### src/rtl/gbe_sw_port_loader.sv
// gbe_sw_port_loader
// Takes the GbE UDP port from a 32-bit software register, waits until the
// value has been steady for a while, then offers it to the 10GbE core config
// interface with a valid/ack handshake. Adds an ack timeout with a sticky
// error flag and a count of successful loads for software readback.
//
// Ports
//   user_clk        block clock
//   user_rst_n      asynchronous active-low reset
//   sw_data_in      software register; only [PORT_WIDTH-1:0] is used
//   enable          allows a new qualification to start
//   cfg_port        port value offered to the core (held while cfg_valid)
//   cfg_valid       load request
//   cfg_ack         core accepts cfg_port (ignored outside a request)
//   committed_port  last port value acknowledged by the core
//   load_count      number of successful loads, wraps at 0xFFFF
//   timeout_err     sticky: a request was abandoned without ack
//   err_clr         clears timeout_err (a coincident new error wins)
module gbe_sw_port_loader #(
    parameter int unsigned PORT_WIDTH    = 16,
    parameter int unsigned STABLE_CYCLES = 4,
    parameter int unsigned ACK_TIMEOUT   = 255
) (
    input  logic                  user_clk,
    input  logic                  user_rst_n,
    input  logic [31:0]           sw_data_in,
    input  logic                  enable,
    output logic [PORT_WIDTH-1:0] cfg_port,
    output logic                  cfg_valid,
    input  logic                  cfg_ack,
    output logic [PORT_WIDTH-1:0] committed_port,
    output logic [15:0]           load_count,
    output logic                  timeout_err,
    input  logic                  err_clr
);

    localparam int unsigned STAB_W = $clog2(STABLE_CYCLES + 1);
    localparam int unsigned TO_W   = (ACK_TIMEOUT > 1) ? $clog2(ACK_TIMEOUT) : 1;

    typedef enum logic [1:0] {
        IDLE    = 2'd0,
        QUALIFY = 2'd1,
        REQUEST = 2'd2
    } state_t;

    state_t                state, state_nxt;
    logic [PORT_WIDTH-1:0] s1;
    logic [PORT_WIDTH-1:0] cand, cand_nxt;
    logic [STAB_W-1:0]     stab_cnt, stab_nxt;
    logic [TO_W-1:0]       to_cnt, to_nxt;
    logic [PORT_WIDTH-1:0] port_nxt;
    logic                  valid_nxt;
    logic [PORT_WIDTH-1:0] commit_nxt;
    logic [15:0]           count_nxt;
    logic                  err_set;
    logic                  err_nxt;

    // Upper register bits carry nothing for this block.
    generate
        if (PORT_WIDTH < 32) begin : g_unused_hi
            logic unused_hi;
            assign unused_hi = ^sw_data_in[31:PORT_WIDTH];
        end
    endgenerate

    // State, sample register and all registered outputs.
    always_ff @(posedge user_clk or negedge user_rst_n) begin
        if (!user_rst_n) begin
            state          <= IDLE;
            s1             <= '0;
            cand           <= '0;
            stab_cnt       <= '0;
            to_cnt         <= '0;
            cfg_port       <= '0;
            cfg_valid      <= 1'b0;
            committed_port <= '0;
            load_count     <= '0;
            timeout_err    <= 1'b0;
        end else begin
            state          <= state_nxt;
            s1             <= sw_data_in[PORT_WIDTH-1:0];
            cand           <= cand_nxt;
            stab_cnt       <= stab_nxt;
            to_cnt         <= to_nxt;
            cfg_port       <= port_nxt;
            cfg_valid      <= valid_nxt;
            committed_port <= commit_nxt;
            load_count     <= count_nxt;
            timeout_err    <= err_nxt;
        end
    end

    // Next-state and next-output logic.
    always_comb begin
        state_nxt  = state;
        cand_nxt   = cand;
        stab_nxt   = stab_cnt;
        to_nxt     = to_cnt;
        port_nxt   = cfg_port;
        valid_nxt  = cfg_valid;
        commit_nxt = committed_port;
        count_nxt  = load_count;
        err_set    = 1'b0;

        unique case (state)
            IDLE: begin
                if (enable && (s1 != committed_port)) begin
                    state_nxt = QUALIFY;
                    cand_nxt  = s1;
                    stab_nxt  = STAB_W'(1);
                end
            end

            // stab_cnt counts candidate matches since entry; the request is
            // raised on the edge that finds the count already at
            // STABLE_CYCLES, i.e. STABLE_CYCLES+1 edges after s1 captured it.
            QUALIFY: begin
                if (!enable || (s1 == committed_port)) begin
                    state_nxt = IDLE;
                end else if (s1 != cand) begin
                    cand_nxt = s1;
                    stab_nxt = STAB_W'(1);
                end else if (stab_cnt == STAB_W'(STABLE_CYCLES)) begin
                    state_nxt = REQUEST;
                    port_nxt  = cand;
                    valid_nxt = 1'b1;
                    to_nxt    = '0;
                end else begin
                    stab_nxt = stab_cnt + STAB_W'(1);
                end
            end

            // Ack is checked before the timeout so a coincident ack wins.
            REQUEST: begin
                if (cfg_ack) begin
                    commit_nxt = cfg_port;
                    count_nxt  = load_count + 16'd1;
                    valid_nxt  = 1'b0;
                    state_nxt  = IDLE;
                end else if (to_cnt == TO_W'(ACK_TIMEOUT - 1)) begin
                    valid_nxt = 1'b0;
                    err_set   = 1'b1;
                    state_nxt = IDLE;
                end else begin
                    to_nxt = to_cnt + TO_W'(1);
                end
            end

            default: begin
                state_nxt = IDLE;
            end
        endcase

        // Sticky error: a new timeout beats a coincident clear.
        if (err_set) begin
            err_nxt = 1'b1;
        end else if (err_clr) begin
            err_nxt = 1'b0;
        end else begin
            err_nxt = timeout_err;
        end
    end

endmodule
### config.mk
export PLATFORM = sky130hd
export DESIGN_NAME = gbe_sw_port_loader
export DESIGN_NICKNAME = d
export VERILOG_FILES = /design/src/rtl/gbe_sw_port_loader.sv
export SDC_FILE = /design/constraint.sdc
export NUM_CORES = 1
export LEC_CHECK = 0
export CAP_MARGIN = 15
export CORE_MARGIN = 3
export CORE_UTILIZATION = 51
export CTS_CLUSTER_SIZE = 24
export DETAILED_ROUTE_END_ITERATION = 16
export HOLD_SLACK_MARGIN = 0.15
export PLACE_DENSITY = 0.82
export SLEW_MARGIN = 20
export SYNTH_ARGS = -nofsm -noshare
export SYNTH_HDL_FRONTEND = slang
export SYNTH_SLANG_ARGS = --single-unit
export TNS_END_PERCENT = 1
### constraint.sdc
create_clock -name user_clk -period 2.49 [get_ports user_clk]
set_input_delay 0.498 -clock user_clk [delete_from_list [all_inputs] [get_ports user_clk]]
set_output_delay 0.498 -clock user_clk [all_outputs]
set_load 0.02 [all_outputs]
======== Yosys cells after proc, flatten, opt, wreduce, memory -nomap -nowiden ========
Cells that the tools add are included.
word-level totals
  input bits .............................. 37
  output and inout bits ................... 50
  flip-flop bits (word level) ............. 95
  word-level logic and storage cells ...... 80
cells by class
  bitwise operators ....................... 2
  add/subtract/negate cells ............... 3
  equality and inequality tests ........... 18
  reductions and logical operators ........ 14
  mux-type cells .......................... 33
operators by type and width
  operator                 count
  $mux W16                 3
  $mux W8                  5
  $ne A16 B16 Y1           2
  $pmux W16 S2             1
  $add A16 B1 Y16 const B  1
  $eq A16 B16 Y1           1
  $pmux W8 S2              1
  $reduce_and A4 Y1        4
  $ne A2 B2 Y1 const B     7
  $mux W2                  6
  $mux W3                  4
  $ne A3 B3 Y1 const B     4
  $mux W1                  10
  $add A8 B1 Y8 const B    1
  $eq A8 B8 Y1 const B     1
  $pmux W2 S3              1
  $pmux W3 S2              1
  $reduce_and A6 Y1        1
  $reduce_bool A2 Y1       3
  $reduce_and A5 Y1        1
  $add A3 B1 Y3 const B    1
  $eq A3 B3 Y1 const B     1
  $eq A2 B1 Y1 const B     1
  $eq A2 B2 Y1 const B     1
  other kinds (7)          8

======== Logic depth before layout (Yosys ltp) ========
Gate-level depths: netlist of the first run.
  depth in word-level cells ............... 5
  mapped depth ............................ 9
  mapped depth without buffers ............ 8

======== Least setup slack after synthesis of the first run ========
OpenSTA, ideal clock, no wires.
  kind .................................... register -> register
  start ................................... register cand[9]
  end ..................................... register cand[10]
  cell stages (with the launch flop) ...... 8
  setup time .............................. 0.125 ns
  arrival time ............................ 1.999 ns
  buffers on the path ..................... 1
  required time ........................... 2.365 ns
  setup slack ............................. 0.366 ns
  period minus slack after synthesis ...... 2.124 ns
  path through ............................ dfrtp_1 xnor2_1 nand4_1 or2_1 or4_4 nand2_4 buf_12 mux2_4
between the ends
  longest elaborated chain between the ends .. 3
RTL lines
  item                                line  text
  from (decl)                         48    logic [PORT_WIDTH-1:0] cand, cand_nxt;
  from (signal assigned)              82    cand <= cand_nxt;
  $ne A16 B16 Y1                      120   end else if (s1 != cand) begin
  $ne A2 B2 Y1 (no source line)       --
  $reduce_and A4 Y1 (no source line)  --
Every way passes these cells.
A chain may end at the register's enable or synchronous reset.

======== Worst setup path in the final report of the first run ========
  start ................................... register cand[8]
  end ..................................... register cand[5]
Same word-level chain as after synthesis.

==> results of run 1 <==
==> repair_timing <==
action / 4_1_cts / 5_1_grt
hold buffers: 1 / 0
gates resized for setup: 0 / 0
hold endpoints to repair: 31 / 0
==> sequential cells by signal (all words and copies together), names as in the netlist <==
name,flops
load_count,16
committed_port,16
cfg_port,16
to_cnt,8
cfg_valid,1
state,2
s1,16
timeout_err,1
cand,16
stab_cnt,3
==> path summary, 6_finish.rpt <==
path	startpoint	to	slack, ns	cells past startpoint
setup / recovery	cand[8]	cand[5]	0.1	6
hold / removal	load_count[15]	load_count[15]	0.47	1
setup reg to reg	cand[8]	cand[5]	0.1	6
hold reg to reg	load_count[15]	load_count[15]	0.47	1
max in group asynchronous	user_rst_n	s1[5]	1.23	3
min in group asynchronous	user_rst_n	cfg_port[2]	0.63	2
==> power groups by stage <==
stage          Sequential, mW  Clock [mW]  Combinational, mW
2_1_floorplan            1.64           0              0.101
3_3_place_gp             1.65           0              0.181
3_5_place_dp             1.65           0              0.185
4_1_cts                  1.62        1.07              0.187
5_1_grt                  1.63        1.14              0.202
6_report                 1.62        1.05              0.182
==> cells in the mapped netlist (2+ instances only) <==
cell type / number
dfrtp_1: 95
mux2_2: 39
xnor2_1: 28
nand2_1: 21
xor2_1: 20
nor2_1: 15
nand3_1: 14
mux2_4: 10
o21ai_0: 10
nand4_1: 9
nor3_1: 8
inv_1: 7
nor4_1: 6
ha_1: 5
and3_1: 3
clkbuf_1: 3
o22ai_1: 3
a31oi_1: 2
and3b_1: 2
buf_2: 2
nor2b_1: 2
==> routing by layer <==
| layer | wire length (um) | vias to the layer above | GRT usage (%) | share of wire (%) |
|---|---|---|---|---|
| li1 | - | 1266 | - | - |
| met1 | 3490 | 1302 | 24.3 | 44 |
| met2 | 3940 | 60 | 30.7 | 50 |
| met3 | 381 | 6 | 4.42 | 4.8 |
| met4 | 87 | 0 | 5.21 | 1.1 |
| met5 | 0 | - | 0 | 0 |
==> area by class of cell <==
cell class                 instances  area (um2)
clock inverter                     5        63.8
timing repair buffer              77         766
sequential                        95        2380
tap                              102         128
clock buffer                      11         141
inverter                           7        26.3
fill                             612        2630
multi-input combinational        209        1640
==> cells by family (layout without fill, tap and decap cells) <==
| kind of cell | after synthesis | count (layout) | synth area share (%) |
|---|---|---|---|
| adder cells (fa/ha/maj) | 5 | 5 | 1.53 |
| AND/OR/NAND/NOR | 87 | 87 | 10.9 |
| XOR/XNOR | 48 | 48 | 10.3 |
| buffers and inverters | 14 | 100 | 1.74 |
| multiplexers | 50 | 50 | 14.7 |
| AO/OA/AOI/OAI | 19 | 19 | 2.75 |
| flip-flops | 95 | 95 | 58.2 |
==> results.sh, run 1 <==
export IMPL_dp_slack_ns=0.0911
export IMPL_status="finished clean"
export IMPL_timing_worst_setup_path_type="flip-flop to flip-flop"
export IMPL_ant_nets=0
export IMPL_worstMarginPinSlew_ns=0.626
export IMPL_cts_tree="yes"
export IMPL_max_stage_delay_ns=0.57
export IMPL_grt_pass1_vias=2666
export IMPL_ys_ff_latch=95
export IMPL_yosys_top_cells_area="dfrtp_1 58%, mux2_2 11%, xnor2_1 6.0%"
export IMPL_cap_violations=0
export IMPL_fin_crit_ns=2.39
export IMPL_layout_setup_ws_ns=0.0967
export IMPL_setup_viol=0
export IMPL_ios=87
export IMPL_p_switching_mw=0.669
export IMPL_synthCells=318
export IMPL_chipWidth_um=95.5
export IMPL_grt_start_max_net_pins=43
export IMPL_finalCritPeriodShare_pct=96.1
export IMPL_cp_max_fo=16
export IMPL_avgRoutedWirePerCell_um=15.6
export IMPL_worstHoldPathType="flip-flop to flip-flop"
export IMPL_drt_total_wl_mm=7.89
export IMPL_clk_pin_slew_ns=0.09
export IMPL_htreeDepth=3
export IMPL_p_total_mw=2.85
export IMPL_tns_ns=0
export IMPL_nNetsFinal=441
export IMPL_grt_usage_pct=18.5
export IMPL_final_cells=506
export IMPL_rsz0062_at_grt="false"
export IMPL_numCtsBuffers=9
export IMPL_final_design_area_no_fill_um2=5140
export IMPL_power_density_nw_per_um2=555
export IMPL_clock_power_share_pct=36.7
export IMPL_dp_cells=489
export IMPL_worst_path_buf_inv=0
export IMPL_combPwrFrac_pct=6.4
export IMPL_routabilityCongestion=0.791
export IMPL_yosysUniqueCellTypes=35
export IMPL_yosysWarnings=0
export IMPL_crit_path_end_kind="flip-flop"
export IMPL_holdWs_ns=0.473
export IMPL_critPathLaunchType="flip-flop"
export IMPL_max_freq_mhz=418
export IMPL_p_seq_share_pct=56.9
export IMPL_start_util_pct=52.6
export IMPL_post_cts_buffers=0
export IMPL_viasPerCell=5.21
export IMPL_layout_common_cells="95 x dfrtp_1, 69 x clkdlybuf4s50_1, 39 x mux2_2, 28 x xnor2_1, 21 x nand2_1"
export IMPL_drt_iter0_drc=76
export IMPL_num_rows=32
export IMPL_synth_edf_count=0
export IMPL_core_area_um2=7770
export IMPL_cts_sinks=95
export IMPL_drt_pass1_iter_count=4
export IMPL_final_layout_size_suffix_gt1_share_pct=18.3
export IMPL_cellLeakagePower_nw=2.28
export IMPL_grt_overflow_total=0
export IMPL_ir_drop_uv=484
export IMPL_critPathTopFamily="simple AND/OR/NAND/NOR gates"
export IMPL_final_common_cell="dfrtp_1"
export IMPL_relSlewSlack_pct=58.3
export IMPL_p_int_mw=2.18
export IMPL_synthesis_area_um2=4090
export IMPL_maxSlewViolCount=0
export IMPL_antenna_cells=0
export IMPL_synth_top_cell_area_share_pct=58.2
export IMPL_dpl_instance_area_um2=4930
export IMPL_crit_required_ns=2.73
export IMPL_yosysSeqAreaShare_pct=58.2
export IMPL_finalHoldViolCount=0
export IMPL_vias=2634
export IMPL_final_util_pct=66.2
export IMPL_skew_ns=0.00860
export IMPL_dp_hpwl_mm=5.55
export IMPL_synthFlopType="dfrtp_1"
export IMPL_synth_top_area_cell="dfrtp_1"
export IMPL_area_growth_pct=25.8
export IMPL_worstPathCellList="xnor2_1 -> nand4_1 -> or2_1 -> or4_4 -> nand2_4 -> mux2_2"
export IMPL_synth_area_per_cell_um2=12.9
export IMPL_async_reset_ff_share_pct=100
export IMPL_grt_pass1_wl_mm=12.9
export IMPL_crit_slowest_cell="or4_4"
export IMPL_synth_nets=360
export IMPL_swShare_pct=23.4
export IMPL_root_buffer="clkbuf_8"
export IMPL_cp_arrival_ns=2.64
export IMPL_drc=0
export IMPL_die_area_um2=9130
export IMPL_antenna_found_initial=0
export IMPL_die_height_um=95.5
export IMPL_clk_path_buf_depth=2
export IMPL_portBuffers=70
export IMPL_clk_latency_ns=0.35
No activity file was read; power rests on OpenSTA's default activity.
==> run 2, diff against run 1 <==
CORE_UTILIZATION = 40   (was 51)
PLACE_DENSITY = 0.67   (was 0.82)
==> results.sh, run 2 (same netlist as run 1, synthesis figures left out) <==
export IMPL_status="finished clean"
export IMPL_p_total_mw=3.01
export IMPL_multi_input_area_um2=1660
export IMPL_power_density_nw_per_um2=572
export IMPL_numCtsBuffers=9
export IMPL_holdWs_ns=0.477
export IMPL_drt_iter0_drc=81
export IMPL_max_freq_mhz=420
export IMPL_final_cells=540
export IMPL_seq_area_um2=2380
export IMPL_chipWidth_um=107
export IMPL_final_util_pct=53.3
export IMPL_final_design_area_no_fill_um2=5260
export IMPL_root_buffer="clkbuf_8"
export IMPL_fillerInstances=854
export IMPL_grt_pass1_wl_mm=13.7
export IMPL_skew_ns=0.0132
export IMPL_grt_pass1_vias=2744
export IMPL_worstMarginPinSlew_ns=0.629
export IMPL_timing_worst_setup_path_type="flip-flop to flip-flop"
export IMPL_ir_drop_uv=293
export IMPL_dp_slack_ns=-0.0501
export IMPL_relSlewSlack_pct=58.0
export IMPL_cap_violations=0
export IMPL_grt_usage_pct=15.2
export IMPL_top_layer="met4"
export IMPL_num_rows=36
export IMPL_die_height_um=107
export IMPL_antenna_found_initial=0
export IMPL_met1_length_mm=3.75
export IMPL_clk_latency_ns=0.35
export IMPL_critPathLaunchType="flip-flop"
export IMPL_rsz0062_at_grt="false"
export IMPL_clk_path_buf_depth=2
export IMPL_cts_tree="yes"
export IMPL_setup_viol=0
export IMPL_core_area_um2=9860
export IMPL_finalCritPeriodShare_pct=95.6
export IMPL_ant_nets=0
export IMPL_worstHoldPathType="flip-flop to flip-flop"
export IMPL_layout_setup_ws_ns=0.109
export IMPL_finalHoldViolCount=0
export IMPL_avgRoutedWirePerCell_um=14.9
export IMPL_layout_common_cells="95 x dfrtp_1, 69 x clkdlybuf4s50_1, 39 x mux2_2, 28 x xnor2_1, 21 x nand2_1"
export IMPL_grt_overflow_total=0
export IMPL_fin_crit_ns=2.38
export IMPL_final_layout_size_suffix_gt1_share_pct=19.4
export IMPL_portBuffers=70
export IMPL_start_util_pct=41.4
export IMPL_cp_arrival_ns=2.62
export IMPL_cp_max_fo=16
export IMPL_antenna_cells=0
export IMPL_dr_wl_met3_um=388
export IMPL_crit_required_ns=2.73
export IMPL_viasPerCell=4.88
export IMPL_dpl_instance_area_um2=5000
export IMPL_drt_total_wl_mm=8.03
export IMPL_drt_pass1_iter_count=5
export IMPL_area_growth_pct=28.7
export IMPL_tns_ns=0
export IMPL_vias=2633
export IMPL_crit_path_end_kind="flip-flop"
export IMPL_cts_sinks=95
export IMPL_dp_hpwl_mm=5.61
export IMPL_cellLeakagePower_nw=2.32
export IMPL_clk_pin_slew_ns=0.09
export IMPL_final_common_cell="dfrtp_1"
export IMPL_htreeDepth=3
export IMPL_ios=87
export IMPL_maxSlewViolCount=0
export IMPL_met2_wirelength_mm=3.83
export IMPL_dp_cells=525
export IMPL_die_area_um2=11500
export IMPL_nNetsFinal=446
export IMPL_routabilityCongestion=0.773
export IMPL_drc=0
export IMPL_grt_start_max_net_pins=48
==> run 2: cell count changes in the layout (fill, tap and decap cells not counted), sizes merged <==
cell / delta
clkinvlp: -1
buf: +5
clkbuf: -2
bufinv: +2
inv: -1
==> run 2: final timing paths <==
check / end / slack [ns] / startpoint / depth (start not counted)
max: cand[2] / 0.11 / cand[8] / 6
min: load_count[15] / 0.48 / load_count[15] / 1
max reg2reg: cand[2] / 0.11 / cand[8] / 6
min reg2reg: load_count[15] / 0.48 / load_count[15] / 1
max in group asynchronous: state[1] / 1.25 / user_rst_n / 3
min in group asynchronous: timeout_err / 0.59 / user_rst_n / 2
==> run 2: layout make-up <==
cell class | instances | area share [%]
clock buffer | 9 | 2.35
inverter | 7 | 0.500
sequential | 95 | 45.2
tap | 133 | 3.16
clock inverter | 5 | 2.05
timing repair buffer | 82 | 15.3
multi-input combinational | 209 | 31.5
==> run 2: routing by layer <==
metal  vias up  track usage [%]
li1       1272                -
met1      1292             20.7
met2        63             23.9
met3         6             4.27
met4         0             4.11
met5         -                0
==> run 2: where the power goes <==
| part | switching, mW | internal, mW | leakage, nW |
|---|---|---|---|
| sequential | 0.0396 | 1.58 | 1.24 |
| combinational | 0.0844 | 0.108 | 0.964 |
| clock | 0.531 | 0.662 | 0.116 |
| total | 0.655 | 2.35 | 2.32 |
==> run 2: repair_timing <==
action                                  CTS  global route
hold buffers                              1             0
resized for setup                         2             0
endpoints found under the hold margin    23             0
buffers inserted                          0             0
endpoints found under the setup margin   13             0
==> run 2: worst max-delay path: stages, from the launching register on <==
cell and delay, ns:
dfrtp_1 0.42, xnor2_1 0.25, nand4_1 0.18, or2_1 0.26, or4_4 0.59, nand2_8 0.20, mux2_2 0.36
